`src/rtl/crc_serial_check_p_if.sv`:
```
// Handshake/bus bundle for the serial CRC checker: frame control, serial data
// and frame result signals. The slave modport is the checker side.
interface crc_serial_check_p_if #(
    parameter int CRC_W = 4
) ();
    logic             en;
    logic             abort;
    logic             din;
    logic             din_valid;
    logic             ready;
    logic             done;
    logic             crc_error;
    logic [CRC_W-1:0] remainder;
    logic [15:0]      err_cnt;

    modport master (
        output en, abort, din, din_valid,
        input  ready, done, crc_error, remainder, err_cnt
    );

    modport slave (
        input  en, abort, din, din_valid,
        output ready, done, crc_error, remainder, err_cnt
    );
endinterface

```
`src/rtl/crc_serial_check_p.sv`:
```
// Parametrised MSB-first serial CRC checker (IDLE -> SHIFT -> DONE -> IDLE).
// Optional saturating failed-frame counter enabled by macro CRC_ERR_CNT_EN.
module crc_serial_check_p #(
    parameter int               CRC_W     = 4,
    parameter logic [CRC_W-1:0] POLY      = 4'h3,
    parameter logic [CRC_W-1:0] INIT      = 4'h0,
    parameter int               FRAME_LEN = 12
) (
    input  logic                 clk_i,
    input  logic                 rst_ni,
    crc_serial_check_p_if.slave  bus
);

    localparam int               CNT_W = $clog2(FRAME_LEN + 1);
    localparam logic [CNT_W-1:0] LAST  = CNT_W'(FRAME_LEN - 1);

    typedef enum logic [1:0] {
        IDLE  = 2'd0,
        SHIFT = 2'd1,
        DONE  = 2'd2
    } state_e;

    state_e           state_q, state_d;
    logic [CRC_W-1:0] crc_q, crc_d;
    logic [CNT_W-1:0] cnt_q, cnt_d;
    logic [CRC_W-1:0] rem_q, rem_d;
    logic             err_q, err_d;
    logic             done_q, done_d;
    logic             ready_q, ready_d;
    logic             err_set_s;

    // One serial LFSR step: feedback is the outgoing MSB xored with the new bit.
    function automatic logic [CRC_W-1:0] crc_step(input logic [CRC_W-1:0] r,
                                                  input logic             b);
        logic             fb;
        logic [CRC_W-1:0] shifted;
        fb      = r[CRC_W-1] ^ b;
        shifted = r << 1;
        return shifted ^ (fb ? POLY : {CRC_W{1'b0}});
    endfunction

    // Next-state, datapath update and output decode.
    always_comb begin
        state_d   = state_q;
        crc_d     = crc_q;
        cnt_d     = cnt_q;
        rem_d     = rem_q;
        err_d     = err_q;
        done_d    = 1'b0;
        err_set_s = 1'b0;
        case (state_q)
            IDLE: begin
                if (bus.abort) begin
                    state_d = IDLE;
                end else if (bus.en) begin
                    state_d = SHIFT;
                    crc_d   = INIT;
                    cnt_d   = {CNT_W{1'b0}};
                    rem_d   = {CRC_W{1'b0}};
                    err_d   = 1'b0;
                end else begin
                    state_d = IDLE;
                end
            end
            SHIFT: begin
                if (bus.abort) begin
                    state_d = IDLE;
                end else if (bus.din_valid) begin
                    crc_d = crc_step(crc_q, bus.din);
                    cnt_d = cnt_q + CNT_W'(1);
                    if (cnt_q == LAST) begin
                        state_d   = DONE;
                        rem_d     = crc_d;
                        err_d     = (crc_d != {CRC_W{1'b0}});
                        err_set_s = (crc_d != {CRC_W{1'b0}});
                        done_d    = 1'b1;
                    end else begin
                        state_d = SHIFT;
                    end
                end else begin
                    state_d = SHIFT;
                end
            end
            DONE: begin
                state_d = IDLE;
            end
            default: begin
                state_d = IDLE;
            end
        endcase
        ready_d = (state_d == IDLE);
    end

    // State, datapath and registered outputs.
    always_ff @(posedge clk_i or negedge rst_ni) begin
        if (!rst_ni) begin
            state_q <= IDLE;
            crc_q   <= {CRC_W{1'b0}};
            cnt_q   <= {CNT_W{1'b0}};
            rem_q   <= {CRC_W{1'b0}};
            err_q   <= 1'b0;
            done_q  <= 1'b0;
            ready_q <= 1'b1;
        end else begin
            state_q <= state_d;
            crc_q   <= crc_d;
            cnt_q   <= cnt_d;
            rem_q   <= rem_d;
            err_q   <= err_d;
            done_q  <= done_d;
            ready_q <= ready_d;
        end
    end

    assign bus.ready     = ready_q;
    assign bus.done      = done_q;
    assign bus.crc_error = err_q;
    assign bus.remainder = rem_q;

`ifdef CRC_ERR_CNT_EN
    logic [15:0] err_cnt_q;

    // Failed-frame counter, saturating; only reset clears it.
    always_ff @(posedge clk_i or negedge rst_ni) begin
        if (!rst_ni) begin
            err_cnt_q <= 16'h0000;
        end else if (err_set_s && (err_cnt_q != 16'hFFFF)) begin
            err_cnt_q <= err_cnt_q + 16'h0001;
        end else begin
            err_cnt_q <= err_cnt_q;
        end
    end

    assign bus.err_cnt = err_cnt_q;
`else
    assign bus.err_cnt = 16'h0000;
`endif

endmodule

```
`src/flat_wrapper.sv`:
```
// flat-port wrapper written by rule: the top's interface ports become plain ports
module crc_serial_check_p_flat 
#(
    parameter int               CRC_W     = 4,
    parameter logic [CRC_W-1:0] POLY      = 4'h3,
    parameter logic [CRC_W-1:0] INIT      = 4'h0,
    parameter int               FRAME_LEN = 12
)
  (clk_i, rst_ni, bus_en, bus_abort, bus_din, bus_din_valid, bus_ready, bus_done, bus_crc_error, bus_remainder, bus_err_cnt);
  crc_serial_check_p_if #(.CRC_W(CRC_W)) bus_i ();
  input  logic clk_i;
  input  logic rst_ni;
  input wire logic [$bits(bus_i.en)-1:0] bus_en;
  input wire logic [$bits(bus_i.abort)-1:0] bus_abort;
  input wire logic [$bits(bus_i.din)-1:0] bus_din;
  input wire logic [$bits(bus_i.din_valid)-1:0] bus_din_valid;
  output wire logic [$bits(bus_i.ready)-1:0] bus_ready;
  output wire logic [$bits(bus_i.done)-1:0] bus_done;
  output wire logic [$bits(bus_i.crc_error)-1:0] bus_crc_error;
  output wire logic [$bits(bus_i.remainder)-1:0] bus_remainder;
  output wire logic [$bits(bus_i.err_cnt)-1:0] bus_err_cnt;
  assign bus_i.en = bus_en;
  assign bus_i.abort = bus_abort;
  assign bus_i.din = bus_din;
  assign bus_i.din_valid = bus_din_valid;
  assign bus_ready = bus_i.ready;
  assign bus_done = bus_i.done;
  assign bus_crc_error = bus_i.crc_error;
  assign bus_remainder = bus_i.remainder;
  assign bus_err_cnt = bus_i.err_cnt;
  crc_serial_check_p #(.CRC_W(CRC_W), .POLY(POLY), .INIT(INIT), .FRAME_LEN(FRAME_LEN)) u_core (.clk_i(clk_i), .rst_ni(rst_ni), .bus(bus_i));
endmodule
```
`config.mk`:
```
export PLATFORM = sky130hd
export DESIGN_NAME = crc_serial_check_p_flat
export DESIGN_NICKNAME = d
export VERILOG_FILES = /design/src/rtl/crc_serial_check_p_if.sv /design/src/rtl/crc_serial_check_p.sv /design/src/flat_wrapper.sv
export SDC_FILE = /design/constraint.sdc
export NUM_CORES = 1
export LEC_CHECK = 0
export BUFFER_PORTS_ARGS = -buffer_cell sky130_fd_sc_hd__clkbuf_2
export CORE_MARGIN = 3
export CORE_UTILIZATION = 52
export DETAILED_ROUTE_END_ITERATION = 6
export PLACE_DENSITY = 0.82
export SLEW_MARGIN = 10
export SYNTH_ARGS = -nofsm -noshare
export SYNTH_HDL_FRONTEND = slang
export SYNTH_SLANG_ARGS = --single-unit
```
`constraint.sdc`:
```
create_clock -name clk_i -period 3.7 [get_ports clk_i]
set_clock_uncertainty 0.05 [all_clocks]
set_input_delay 0.185 -clock clk_i [delete_from_list [all_inputs] [get_ports clk_i]]
set_output_delay 0.185 -clock clk_i [all_outputs]
set_load 0.05 [all_outputs]
```
==> metrics <==
Mean Syn Cell Area=9.50 sq um; Worst-Skew Late Latency=0.29 ns; Antenna Cells=0; CP Capture Type=flop; CTS Root Cell=clkbuf_4; max layer used=met4; htree depth=1; gp weighted congestion=0.768; TritonCTS clock tree=done; Ys Warns=0; top post-synthesis cells by area=dfrtp_1 (42%), buf_4 (14%), nand2_1 (5.9%), o21ai_0 (4.5%), dfstp_2 (3.0%); row count=14; Total Nets Final=116; first-pass GRT wire length=2500 microns; area grow syn2layout=5.24%; kind of critical path=flop to flop; Core ar.=0.00156 sq mm; Setup Total Neg Slack=0 ns; f_max=621 MHz; pin count of the biggest net entering global routing=18; post-CTS setup buffer count=0; met2 routed WL=699 microns; Max clock buf depth=2; vias per inst=5.15; Final min period=1.61 ns; Sequential Area=402 sq um; Synth Instances=93; CTS Buf Count=3; Setup Viol. Count Final=0; vias in the first global route=561; RSZ-0062 raised after global routing=no; DRT Pass-1 Iters=4; CP required=3.84 ns; GRT overflow=0; wire length per cell=12.3 microns; initial antenna violation count=0; drt total wl=1510 microns; commonest non-fill, non-tap cells in the layout=conb_1 (16), dfrtp_1 (15), nand2_1 (14), clkbuf_2 (12), o21ai_0 (8); Worst Hold Class=input pin to flop; fin area=930 sq um; PwrDens=437 mW/mm^2; hold_ws=0.0676 ns; Die ar.=0.00223 sq mm; flops & latches, synth=16; # fillers=136; fin crit share=43.5%; Mapped Area=883 sq um; clk sinks=16; critical-path cell list=mux2_4, nand2_2, o31ai_1, a22o_1; global-route usage over all layers=16.4%; # Max-Cap Violations=0; Slowest-stage cell, CP=dfrtp_1; status=finished, final reports clean; crit path DAT=1.75 ns; Post-CTS Resized=0; proportion of layout cells with a drive suffix above 1=19.6%; Final ANT Viol Nets=0; Worst VDD drop=264 uV; slowest stage delay, CP=0.56 ns; critical path peak fanout=17; crit start category=flop; Die Y=47.2 microns; initial DRC count=26; Synth area leader=dfrtp_1; Residual DRC=0; Slew Limit Fails=0; Seq/Total Area, Yosys=45.5%; Final Hold Fails=0; port bufs=12; met3 routed WL=67 microns; clk slew on worst S/H paths=0.09 ns; LEAKAGE=0.480 nW; total number of vias=633; Die X=47.2 microns; multi-input logic area=394 sq um; Post-Place Cell Area=883 sq um; Synth cell types=27; hpwl dp=1110 microns; hold buffers post-CTS=1; Ports=29; Initial Utilization=56.7%; top-area cell type share of the netlist area=42.5%; Metal-1 WL=709 microns; commonest non-fill, non-tap cell in the layout=conb_1
metrics by stage:
step | instances | setup WS, ns | power, W | util [%]
floorplan | 108 | 2.23 | 0.000291 | -
global placement | 118 | 2.15 | 0.000291 | 56.7
detailed placement | 118 | 2.12 | 0.000294 | 56.7
CTS | 123 | 2.10 | 0.000409 | 59.6
global route | 123 | 1.98 | 0.000432 | 59.6
finish | 123 | 2.09 | 0.000406 | 59.6
power by group:
part	switching [W]	total, W	internal (W)
Clock	0.0000544	0.000114	0.0000600
Combinational	0.0000661	0.0000876	0.0000215
Sequential	0.0000147	0.000204	0.000190
cells by family after synthesis:
logic type / synth area share, %
and+or+nand+nor: 16.7
AOI/OAI and AO/OA: 14.6
buffers and inverters: 16.3
DFF: 45.5
adders and majority gates: 2.83
xor gates and xnor gates: 1.98
other: 0.425
muxes: 1.70
sequential cells by signal, summed over array words and instances (netlist names):
signal	flops
u_core.bus.crc_error	1
u_core.bus.ready	1
u_core.bus.remainder	4
u_core.cnt_q	4
u_core.crc_q	4
u_core.state_q	1
u_core.bus.done	1
Yosys cell counts (all sizes together):
library cell,count
buf,18
dfrtp,15
nand2,15
o21ai,10
a21oi,4
and3,4
nor2,4
a22o,3
a31oi,2
ha,2
inv,2
nand3,2
o31ai,2
xnor2,2
and2,1
conb,1
dfstp,1
mux2,1
nand2b,1
nand3b,1
nor2b,1
nor3b,1
final cells by class:
| cell class | instances | share of cell area (%) |
|---|---|---|
| clock buffers | 4 | 3.90 |
| inverters | 2 | 0.808 |
| multi-input cells | 72 | 42.4 |
| flip-flops and latches | 16 | 43.2 |
| well taps | 16 | 2.15 |
| repair buffers | 13 | 7.54 |
final timing paths:
kind	startpoint	endpoint	slack, ns	depth (start not counted)
hold reg to reg	u_core.crc_q[0]	u_core.crc_q[0]	0.45	2
setup reg to reg	u_core.state_q[0]	u_core.bus.remainder[0]	2.09	4
hold / removal	bus_din_valid	u_core.state_q[0]	0.07	2
max in group asynchronous	rst_ni	u_core.bus.ready	3.01	2
min in group asynchronous	rst_ni	u_core.cnt_q[0]	0.28	2
setup / recovery	u_core.state_q[0]	u_core.bus.remainder[0]	2.09	4
layer usage:
metal / vias up / track usage [%]
met4: 0 / 8.29
met3: 5 / 3.45
met5: - / 0
li1: 315 / -
met2: 25 / 26.8
met1: 288 / 20.2
worst max-delay path: cells and delay by family, from the launching register on:
family	cells	cell delay [ns]
AOI/OAI and AO/OA	2	0.28
DFF	1	0.56
muxes	1	0.35
and+or+nand+nor	1	0.26
(Power assumes the default switching activity.)
